### src/rtl/imem_loader.sv
// Instruction-memory loader: packs a length-prefixed byte stream into big-endian 32-bit words
// and writes them to IMem from address 0. Optional trailing checksum: IMEM_LOADER_CHECKSUM_EN.
module imem_loader #(
  parameter int unsigned ADDR_W = 6
) (
  input  logic              clk,
  input  logic              rst_n,
  input  logic              start,
  input  logic              byte_valid,
  input  logic [7:0]        byte_data,
  output logic              byte_ready,
  output logic              we,
  output logic [ADDR_W-1:0] waddr,
  output logic [31:0]       wdata,
  output logic              busy,
  output logic              done,
  output logic              error,
  output logic [ADDR_W:0]   word_count
);

  localparam logic [16:0]     MaxWords = 17'(1) << ADDR_W;
  localparam logic [ADDR_W:0] CntOne   = (ADDR_W + 1)'(1);

  typedef enum logic [2:0] {
    StIdle,
    StHeader,
    StCollect,
    StWrite,
    StCheck,
    StDone
  } state_e;

  state_e              state_q, state_d;
  logic                we_q, we_d;
  logic [ADDR_W-1:0]   waddr_q, waddr_d;
  logic [31:0]         wdata_q, wdata_d;
  logic                busy_q, busy_d;
  logic                done_q, done_d;
  logic                error_q, error_d;
  logic [ADDR_W:0]     cnt_q, cnt_d;
  logic [ADDR_W:0]     n_q, n_d;
  logic [1:0]          idx_q, idx_d;
  logic [7:0]          hdr_hi_q, hdr_hi_d;
`ifdef IMEM_LOADER_CHECKSUM_EN
  logic [7:0]          sum_q, sum_d;
`endif

  logic        xfer;
  logic [15:0] hdr_n;

  // start wins over a simultaneous byte, so the byte must not be acknowledged.
  assign byte_ready = ((state_q == StHeader) || (state_q == StCollect) ||
                       (state_q == StCheck)) && !start;
  assign xfer       = byte_valid && byte_ready;
  assign hdr_n      = {hdr_hi_q, byte_data};

  always_comb begin
    state_d  = state_q;
    we_d     = 1'b0;
    waddr_d  = waddr_q;
    wdata_d  = wdata_q;
    done_d   = done_q;
    error_d  = error_q;
    cnt_d    = cnt_q;
    n_d      = n_q;
    idx_d    = idx_q;
    hdr_hi_d = hdr_hi_q;
`ifdef IMEM_LOADER_CHECKSUM_EN
    sum_d    = sum_q;
`endif

    if (start) begin
      state_d  = StHeader;
      waddr_d  = '0;
      done_d   = 1'b0;
      error_d  = 1'b0;
      cnt_d    = '0;
      idx_d    = '0;
`ifdef IMEM_LOADER_CHECKSUM_EN
      sum_d    = '0;
`endif
    end else begin
      unique case (state_q)
        StIdle: ;

        StHeader: begin
          if (xfer) begin
            if (idx_q == 2'd0) begin
              hdr_hi_d = byte_data;
              idx_d    = 2'd1;
            end else begin
              idx_d = 2'd0;
              if ({1'b0, hdr_n} > MaxWords) begin
                error_d = 1'b1;
                done_d  = 1'b1;
                state_d = StDone;
              end else if (hdr_n == 16'd0) begin
`ifdef IMEM_LOADER_CHECKSUM_EN
                state_d = StCheck;
`else
                done_d  = 1'b1;
                state_d = StDone;
`endif
              end else begin
                n_d     = hdr_n[ADDR_W:0];
                state_d = StCollect;
              end
            end
          end
        end

        StCollect: begin
          if (xfer) begin
            wdata_d = {wdata_q[23:0], byte_data};
`ifdef IMEM_LOADER_CHECKSUM_EN
            sum_d   = sum_q + byte_data;
`endif
            if (idx_q == 2'd3) begin
              idx_d   = 2'd0;
              we_d    = 1'b1;
              state_d = StWrite;
            end else begin
              idx_d = idx_q + 2'd1;
            end
          end
        end

        StWrite: begin
          waddr_d = waddr_q + ADDR_W'(1);
          cnt_d   = cnt_q + CntOne;
          if (cnt_q + CntOne == n_q) begin
`ifdef IMEM_LOADER_CHECKSUM_EN
            state_d = StCheck;
`else
            done_d  = 1'b1;
            state_d = StDone;
`endif
          end else begin
            state_d = StCollect;
          end
        end

        StCheck: begin
`ifdef IMEM_LOADER_CHECKSUM_EN
          if (xfer) begin
            error_d = (byte_data != sum_q);
            done_d  = 1'b1;
            state_d = StDone;
          end
`else
          state_d = StIdle;
`endif
        end

        StDone: ;

        default: state_d = StIdle;
      endcase
    end

    busy_d = (state_d != StIdle) && (state_d != StDone);
  end

  always_ff @(posedge clk or negedge rst_n) begin
    if (!rst_n) begin
      state_q  <= StIdle;
      we_q     <= 1'b0;
      waddr_q  <= '0;
      wdata_q  <= '0;
      busy_q   <= 1'b0;
      done_q   <= 1'b0;
      error_q  <= 1'b0;
      cnt_q    <= '0;
      n_q      <= '0;
      idx_q    <= '0;
      hdr_hi_q <= '0;
`ifdef IMEM_LOADER_CHECKSUM_EN
      sum_q    <= '0;
`endif
    end else begin
      state_q  <= state_d;
      we_q     <= we_d;
      waddr_q  <= waddr_d;
      wdata_q  <= wdata_d;
      busy_q   <= busy_d;
      done_q   <= done_d;
      error_q  <= error_d;
      cnt_q    <= cnt_d;
      n_q      <= n_d;
      idx_q    <= idx_d;
      hdr_hi_q <= hdr_hi_d;
`ifdef IMEM_LOADER_CHECKSUM_EN
      sum_q    <= sum_d;
`endif
    end
  end

  assign we         = we_q;
  assign waddr      = waddr_q;
  assign wdata      = wdata_q;
  assign busy       = busy_q;
  assign done       = done_q;
  assign error      = error_q;
  assign word_count = cnt_q;

endmodule

### config.mk
export PLATFORM = sky130hd
export DESIGN_NAME = imem_loader
export DESIGN_NICKNAME = d
export VERILOG_FILES = /design/src/rtl/imem_loader.sv
export SDC_FILE = /design/constraint.sdc
export NUM_CORES = 1
export LEC_CHECK = 0
export CORE_ASPECT_RATIO = 2
export CORE_MARGIN = 2
export CORE_UTILIZATION = 30
export DETAILED_ROUTE_END_ITERATION = 6
export DONT_BUFFER_PORTS = 1
export GPL_TIMING_DRIVEN = 1
export PLACE_DENSITY = 0.56
export REMOVE_ABC_BUFFERS = 1
export SETUP_SLACK_MARGIN = 0.5
export SLEW_MARGIN = 20
export SYNTH_ARGS = -nofsm -noshare
export SYNTH_HDL_FRONTEND = slang
export SYNTH_SLANG_ARGS = --single-unit
### constraint.sdc
create_clock -name clk -period 2.9 [get_ports clk]
set_input_delay 0.435 -clock clk [delete_from_list [all_inputs] [get_ports clk]]
set_output_delay 0.435 -clock clk [all_outputs]
set_load 0.01 [all_outputs]
Word level (Yosys, flattened, before mapping) --
Index checks and enable logic that the tools add are counted.
Operators by class: multiplexer cells 35, equality and inequality tests 14, reduce and logical (&&, ||, !) cells 23, add/sub/neg operators 3, bitwise logic cells 4, order comparisons 1
Operators by type and width (count):
- $mux W3 | 8
- $gt A16 B7 Y1 const B | 1
- $logic_not A16 Y1 | 1
- $mux W1 | 16
- $ne A3 B3 Y1 const B | 5
- $mux W7 | 2
- $mux W6 | 2
- $pmux W3 S4 | 1
- $reduce_bool A3 Y1 | 3
- $mux W2 | 4
- $reduce_and A4 Y1 | 2
- $reduce_bool A2 Y1 | 4
- $add A7 B1 Y7 const B | 1
- $eq A7 B7 Y1 | 1
- $add A6 B1 Y6 const B | 1
- $eq A3 B2 Y1 const B | 2
- $eq A3 B3 Y1 const B | 2
- $reduce_and A3 Y1 | 2
- $reduce_and A6 Y1 | 1
- $reduce_and A5 Y1 | 1
- $ne A4 B2 Y1 const B | 1
- $not A1 Y1 | 4
- $pmux W2 S2 | 1
- $eq A3 B1 Y1 const B | 1
- 10 further kinds | 13
Word-level totals: word-level logic and storage cells 91, output and inout bits 50, bits of input ports 12, register bits after elaboration 69

Longest topological paths before layout --
Gate-level depths: netlist (run 1).
depth after elaboration 10, depth in mapped cells 7

Worst setup path after synthesis (run 1) --
No wires, ideal clock.
path kind in2reg, start point input port byte_data[1], end point register n_q[0], setup time 0.125 ns, buffers on the path 0, data arrival time 1.988 ns, slack 0.787 ns, cell stages on the path 4, cell sequence or4_4 -> or4b_4 -> nand4_4 -> mux2_2
Between the ends: word-level cells in the longest chain between the ends 3, elaborated cells on any way between the ends 5, classes of those cells order compare (1); bitwise (2); reduce/logical (2)
Ends and longest elaborated chain:
- from (decl) | line 10 | input logic [7:0] byte_data,
- $gt A16 B7 Y1 or $logic_not A16 Y1 (tied branches) | line 93, 97
- $not A1 Y1 (no line)
- $reduce_and A6 Y1 (no line) *
- to (signal assigned) | line 189 | n_q <= n_d;
- to (decl) | line 41 | logic [ADDR_W:0] n_q, n_d;
Mark *: on every way between the ends. The rest lies on a longest branch, timed or not. A chain may end at the register's enable or synchronous reset.

Worst setup path in the final report (run 1) --
start point register cnt_q[0] (netlist: word_count[0]), end point register busy_q (netlist: busy)
Between the ends: word-level cells in the longest chain between the ends 7, elaborated cells on any way between the ends 8, classes of those cells add/sub (1); eq/ne (2); mux (3); reduce/logical (2)
Ends and longest elaborated chain:
- from (decl) | line 40 | logic [ADDR_W:0] cnt_q, cnt_d;
- from (signal assigned) | line 188 | cnt_q <= cnt_d;
- $add A7 B1 Y7 * | line 131 | if (cnt_q + CntOne == n_q) begin
- $eq A7 B7 Y1 * | line 131
- $mux W3 * | line 131
- $pmux W3 S4 * | line 83 | unique case (state_q)
- $mux W3 * | line 72 | if (start) begin
- $ne A3 B3 Y1 or $reduce_bool A3 Y1 (tied branches) | line 161 | busy_d = (state_d != StIdle) && (state_d != StDone);
- $logic_and A1 B1 Y1 * | line 161
- via busy_d | line 37 | logic busy_q, busy_d;
- to (signal assigned) | line 185 | busy_q <= busy_d;
- to (decl) | line 37
The timed path passes the listed nets; every way through them passes the cells marked *.

==> reports/qor.csv, run 1 <==
metric,value,unit
IO Count,62,
Synth top area share,0.5628,
initial antenna violation count,0,
worst min path class,input port to flop,
crit start category,flop,
# rows,52,
maxcap violations,0,
number of CTS-inserted buffers,9,
Overflow after GRT,0,
Post-CTS Setup Bufs,0,
fmax,458.9,MHz
CTS H-tree depth,3,
Core Region,10020,sq um
Clock power frac,0.561,
Die Wd,75.51,um
Reg power frac,0.401,
pwr/cell area,705.4,nW/um^2
share of cells above drive strength 1,0.2745,
vias per inst,4.764,
Main synth FF type,dfrtp_1,
Area growth syn-to-layout,18.76,%
CTS root buf,clkbuf_16,
1st-pass router iterations,4,
Int Pwr,2089,uW
Final Max Tran Viols,0,
Hold Fails Final Rpt,0,
Rel. slew slack,0.6462,
post-synth top area cell,dfrtp_1,
Final HPWL DP,4446,um
number of antenna diodes,0,
largest net degree at the start of global routing,70,
Worst Setup End Kind,flop,
syn_area_per_cell,12.52,sq um
DRC,0,
FF-to-FF path depth,6,
CTS sink cnt,69,
Synth area leaders,"dfrtp_1 (56%), mux2_2 (17%), xnor2_1 (3.4%), nor2_1 (3.1%), xor2_1 (2.6%)",
yosys warns,0,
Yosys cell types,37,
Fin Clk Skew,0.006558,ns
status,completed,
Mapped Area,3068,sq um
RSZ-0062 raised after global routing,false,
met1 wire length,2324,um
"Async S/R FF share, synth",1.000,
met2 WL post-DR,3441,um
Worst-Skew Late Latency,0.33,ns
Placed Area,3209,sq um
#FFs+latches synth,69,
"commonest non-fill, non-tap cell in the layout",dfrtp_1,
Post-synth EDFFs,0,
die area,11100,sq um
first-pass GRT wire length,10320,um
WL/cell,16.14,um
signal arrival time at the worst endpoint,2.39,ns
Clock Path Buffers,2,
Final Cycle Share,0.7514,
sw power,481.3,uW
Switching Fraction,0.1872,
most frequent cells in the layout,"dfrtp_1 (69), mux2_2 (47), nor2_1 (25)",
Routed Antenna Nets,0,
setup TNS,0,ns
Starting Density,0.3062,
Final min period,2.179,ns
VDD IR max,305.4,uV
met3 routed WL,352,um
Lkg Pwr,0.001665,uW
DRT iter0 DRCs,36,
Vias,1858,
Final nets,266,
top routing layer used,met4,
TritonCTS clock tree,yes,
crit path max fanout,5,
worst slew pin tran,0.5295,ns
filler instances,1021,
clk slew on worst S/H paths,0.05,ns
hold depth,1,
Syn Inst Count,245,
fin area,3643,sq um
vias in the first global route,2001,
"Setup violations, final",0,
GRT Total Usage,0.1277,
WL final,6295,um
combinational share of power,0.039,
CP required,3.11,ns
Setup CP Type,flop to flop,
register area share after synthesis,0.5628,
Final Wtd Congestion,0.7839,
Port-buffer cells,0,
Die Y,147.0,um
==> Yosys cell counts, drive strengths merged (2+ instances only) <==
cell and number:
xor2 9, inv 3, nand2b 2, a21oi 7, xnor2 12, o21ai 6
nor2b 5, nand4 2, or3 4, ha 4, dfrtp 69, mux2 47
nand2 13, clkbuf 8, or4 3, nor3 2, nand3 5, nor2 25
nor3b 4
==> metrics by stage <==
| step | total power, uW | setup slack (ns) | std cells | util | hold WS, ns |
|---|---|---|---|---|---|
| after floorplan | 1104 | 0.7296 | 236 | - | 0.1394 |
| after global placement | 1121 | 0.6949 | 372 | 0.3203 | 0.1420 |
| after detailed placement | 1125 | 0.6972 | 372 | 0.3203 | 0.1423 |
| after CTS | 2618 | 0.6864 | 390 | 0.3636 | 0.1445 |
| after global routing | 2675 | 0.5964 | 390 | 0.3636 | 0.1502 |
| final | 2570 | 0.7210 | 390 | 0.3636 | 0.1669 |
==> flip-flops by register name (all words and copies together) (netlist names) <==
name        cells
n_q             7
busy            1
word_count      7
idx_q           2
we              1
hdr_hi_q        8
wdata          32
state_q         3
done            1
error           1
waddr           6
==> critical path, stage by stage, from the launching register on <==
cell and delay (ns):
dfrtp_1 0.47, ha_1 0.37, xor2_1 0.17, nor3_1 0.19, o211ai_1 0.16, or3_1 0.47
o211a_1 0.24
==> per-layer routing <==
layer	global-route usage	vias up
met4	0.07193	0
met1	0.1359	936
li1	-	866
met5	0	-
met2	0.2104	45
met3	0.04527	11
==> worst paths after layout <==
kind                            slack [ns]     startpoint     endpoint
worst max-delay path                  0.72  word_count[0]         busy
max in group asynchronous             1.96          rst_n     idx_q[1]
worst min register to register        0.50    hdr_hi_q[4]  hdr_hi_q[4]
min in group asynchronous             0.63          rst_n    wdata[18]
worst min-delay path                  0.17          start     waddr[1]
worst max register to register        0.72  word_count[0]         busy
==> cells by family (layout without fill, tap and decap cells) <==
logic type / count (synthesis) / in the layout / synth area share
XOR/XNOR: 21 / 21 / 0.05995
AND/OR/NAND/NOR: 72 / 72 / 0.1317
buffers and inverters: 12 / 22 / 0.01509
flip-flops: 69 / 69 / 0.5628
AO/OA/AOI/OAI: 20 / 20 / 0.04160
adder cells (fa/ha/maj): 4 / 4 / 0.01631
multiplexers: 47 / 47 / 0.1725
==> power groups by stage <==
| stage | clock, uW | sequential [uW] | combinational (uW) |
|---|---|---|---|
| 2_1_floorplan | 0 | 1040 | 66.5 |
| 3_3_place_gp | 0 | 1050 | 73.6 |
| 3_5_place_dp | 0 | 1050 | 76.6 |
| 4_1_cts | 1480 | 1030 | 103 |
| 5_1_grt | 1530 | 1030 | 113 |
| 6_report | 1440 | 1030 | 99.4 |
==> timing repair <==
action,in CTS,in global routing
hold buffers,2,0
endpoints found under the hold margin,69,0
setup endpoints to repair,0,0
resized for setup,0,0
==> layout make-up <==
cell class              count  area, sq um  area share
clock buffers              10        239.0     0.06559
clock inverters             6        157.7     0.04327
inverters                   3        11.26    0.003091
multi-input cells         164         1295      0.3554
flip-flops and latches     69         1727      0.4739
well taps                 135        168.9     0.04636
repair buffers              3        45.04     0.01236
Power figures use the tool's default switching activity.
==> inputs of run 2 (changes only) <==
--- a/config.mk
+++ b/config.mk
@@ -11,7 +11,7 @@
 export DETAILED_ROUTE_END_ITERATION = 6
 export DONT_BUFFER_PORTS = 1
 export GPL_TIMING_DRIVEN = 1
-export PLACE_DENSITY = 0.56
+export PLACE_DENSITY = 0.57
 export REMOVE_ABC_BUFFERS = 1
 export SETUP_SLACK_MARGIN = 0.5
 export SLEW_MARGIN = 20
==> constraint.sdc (replaced) <==
create_clock -name clk -period 1.8 [get_ports clk]
set_input_delay 0.27 -clock clk [delete_from_list [all_inputs] [get_ports clk]]
set_output_delay 0.27 -clock clk [all_outputs]
set_load 0.01 [all_outputs]
==> run 2 against run 1 <==
  * The flow now finishes with violations (hold timing, setup timing)
  * Non-clock buffer count up 51
  * Sequential cell count unchanged
  * Hold slack worse by 0.53 ns
  * First-iteration DRC count up 36%
  * Clock-buffer cell count unchanged
  * Critical endpoint is now n_q[5]
  * Largest cell class unchanged
==> reports/qor.csv, run 2 (synthesis gave the netlist of run 1 again) <==
metric,value,unit,change
Worst Setup End Kind,flop,,
"commonest non-fill, non-tap cell in the layout",dfrtp_1,,
Final Cycle Share,1.075,,+0.3234
number of CTS-inserted buffers,9,,unchanged
Final HPWL DP,4794,um,+7.8%
Core Region,10020,sq um,unchanged
status,finished with violations,,
WL final,7950,um,+26%
worst min path class,input port to async pin,,
TritonCTS clock tree,yes,,
# rows,52,,unchanged
failing checks,"hold timing, setup timing",,
share of cells above drive strength 1,0.5296,,+0.2551
CTS H-tree depth,3,,unchanged
Final Worst Setup Slack,-0.1346,ns,-0.8556 ns
Vias,2136,,+15%
vias per inst,4.866,,+2.1%
Overflow after GRT,0,,unchanged
"Hold-fix buffers, CTS",2,,unchanged
first-pass GRT wire length,12450,um,+21%
VDD IR max,446.2,uV,+46%
Hold WS,-0.3642,ns,-0.5311 ns
Final min period,1.935,ns,-0.2444 ns
CTS sink cnt,69,,unchanged
clk slew on worst S/H paths,0.06,ns,about the same
signal arrival time at the worst endpoint,2.14,ns,-0.25 ns
number of antenna diodes,0,,unchanged
Rel. slew slack,0.5610,,-0.08528
Die Y,147.0,um,unchanged
largest net degree at the start of global routing,70,,unchanged
Fin Clk Skew,0.006721,ns,+0.0001626 ns
Setup CP Type,flop to flop,,
CTS root buf,clkbuf_16,,
die area,11100,sq um,unchanged
Final Wtd Congestion,0.7187,,-8.3%
"Critical Path, Cell by Cell",or4_4 > nor4_4 > buf_4 > nand4_4 > mux2_2,,
fin area,4449,sq um,+22%
CP required,2.01,ns,-1.10 ns
IO Count,62,,unchanged
DRC,0,,unchanged
1st-pass router iterations,4,,unchanged
Largest register FFs,32,,unchanged
WL/cell,18.11,um,+12%
maxcap violations,0,,unchanged
crit path max fanout,5,,unchanged
placed cells,399,,+7.3%
Final nets,318,,+20%
Starting Density,0.3062,,unchanged
Port-buffer cells,0,,unchanged
Routed Antenna Nets,0,,unchanged
crit start category,flop,,
pwr/cell area,772.3,nW/um^2,+9.5%
Die Wd,75.51,um,unchanged
"Slowest-stage cell, CP",or4_4,,
vias in the first global route,2433,,+22%
DRT iter0 DRCs,49,,+36%
Lkg Pwr,0.002136,uW,+28%
"Setup violations, final",12,,+12
most frequent cells in the layout,"dfrtp_1 (67), mux2_4 (39), buf_4 (31)",,
Area growth syn-to-layout,45.02,%,
Placed Area,3437,sq um,+7.1%
initial antenna violation count,0,,unchanged
Hold Fails Final Rpt,69,,+69
Post-Layout Cell Count,439,,+13%
RSZ-0062 raised after global routing,true,,
Clock Path Buffers,2,,unchanged
Worst path max stage delay,0.55,ns,+0.08 ns
Worst-Skew Late Latency,0.33,ns,about the same
worst slew pin tran,0.6564,ns,+0.1269 ns
fmax,516.9,MHz,+13%
Final Max Tran Viols,0,,unchanged
GRT Total Usage,0.1512,,+0.02357
-- run 2: changes by cell type in the layout (fill, tap and decap cells not counted), moves of 5 or more --
cell       previous run  this run
buf_4                 1        31
mux2_2               47         8
mux2_4                0        39
buf_6                 0        12
nor2_1               25        18
buf_12                0         5
nand2_1              13         7
bufinv_16             5         0
-- run 2: per-stage QoR --
stage	setup WS [ns]	utilization	TNS, ns	power, uW
after detailed placement	-0.2429	0.3430	-2.386	1835
final	-0.1346	0.4441	-1.177	3436
after global routing	-0.2060	0.4441	-2.004	3560
after CTS	-0.1887	0.4342	-1.760	3458
after global placement	-0.2085	0.3430	-2.039	1829
after floorplan	-0.3704	-	-13.62	1779
-- run 2: report_power, final --
group / switching, uW / total, uW / leakage (uW) / internal (uW)
Clock: 615 / 1550 / 0.000130 / 938
Combinational: 82.7 / 223 / 0.00107 / 141
Sequential: 44.2 / 1660 / 0.000933 / 1620
Total: 742 / 3440 / 0.00214 / 2690
-- run 2: worst paths after layout --
path,endpoint,cells past startpoint,startpoint,slack [ns]
max,n_q[5],5,hdr_hi_q[1],-0.13
min,waddr[5],0,rst_n,-0.36
max reg2reg,n_q[5],5,hdr_hi_q[1],-0.13
min reg2reg,hdr_hi_q[6],1,hdr_hi_q[6],0.51
max in group asynchronous,wdata[28],0,rst_n,2.02
min in group clk,state_q[2],1,start,0.03
-- run 2: routing by layer --
layer	GRT usage	part of all wire
met1	0.1454	0.34
met2	0.2848	0.59
met3	0.03429	0.045
met4	0.06930	0.024
met5	0	0
-- run 2: area by class of cell --
type	count	area [sq um]
Clock buffer	10	239.0
Clock inverter	3	15.01
Timing Repair Buffer	54	598.1
Inverter	3	11.26
Multi-Input combinational cell	165	1688
Tap cell	135	168.9
Sequential cell	69	1729
Fill cell	929	5570
-- run 2: timing repair --
item | 4_1_cts | 5_1_grt
endpoints found under the hold margin | 83 | 69
pin swaps | 31 | 10
setup endpoints to repair | 70 | 70
gates resized for setup | 100 | 14
setup buffers | 16 | 4
cloned | 5 | 0
-- run 2: critical path, delay by kind of cell, from the launching register on --
| kind | cells | cell delay, ns |
|---|---|---|
| flops | 1 | 0.38 |
| buf+inv | 1 | 0.20 |
| mux | 1 | 0.30 |
| simple gates | 3 | 0.95 |
==> inputs of run 3 (changes only) <==
--- a/config.mk
+++ b/config.mk
@@ -8,6 +8,7 @@
 export CORE_ASPECT_RATIO = 2
 export CORE_MARGIN = 2
 export CORE_UTILIZATION = 30
+export CTS_CLUSTER_DIAMETER = 120
 export DETAILED_ROUTE_END_ITERATION = 6
 export DONT_BUFFER_PORTS = 1
 export GPL_TIMING_DRIVEN = 1
==> results of run 3 <==
Final layout, timing and power as in run 2 (identical DEF).
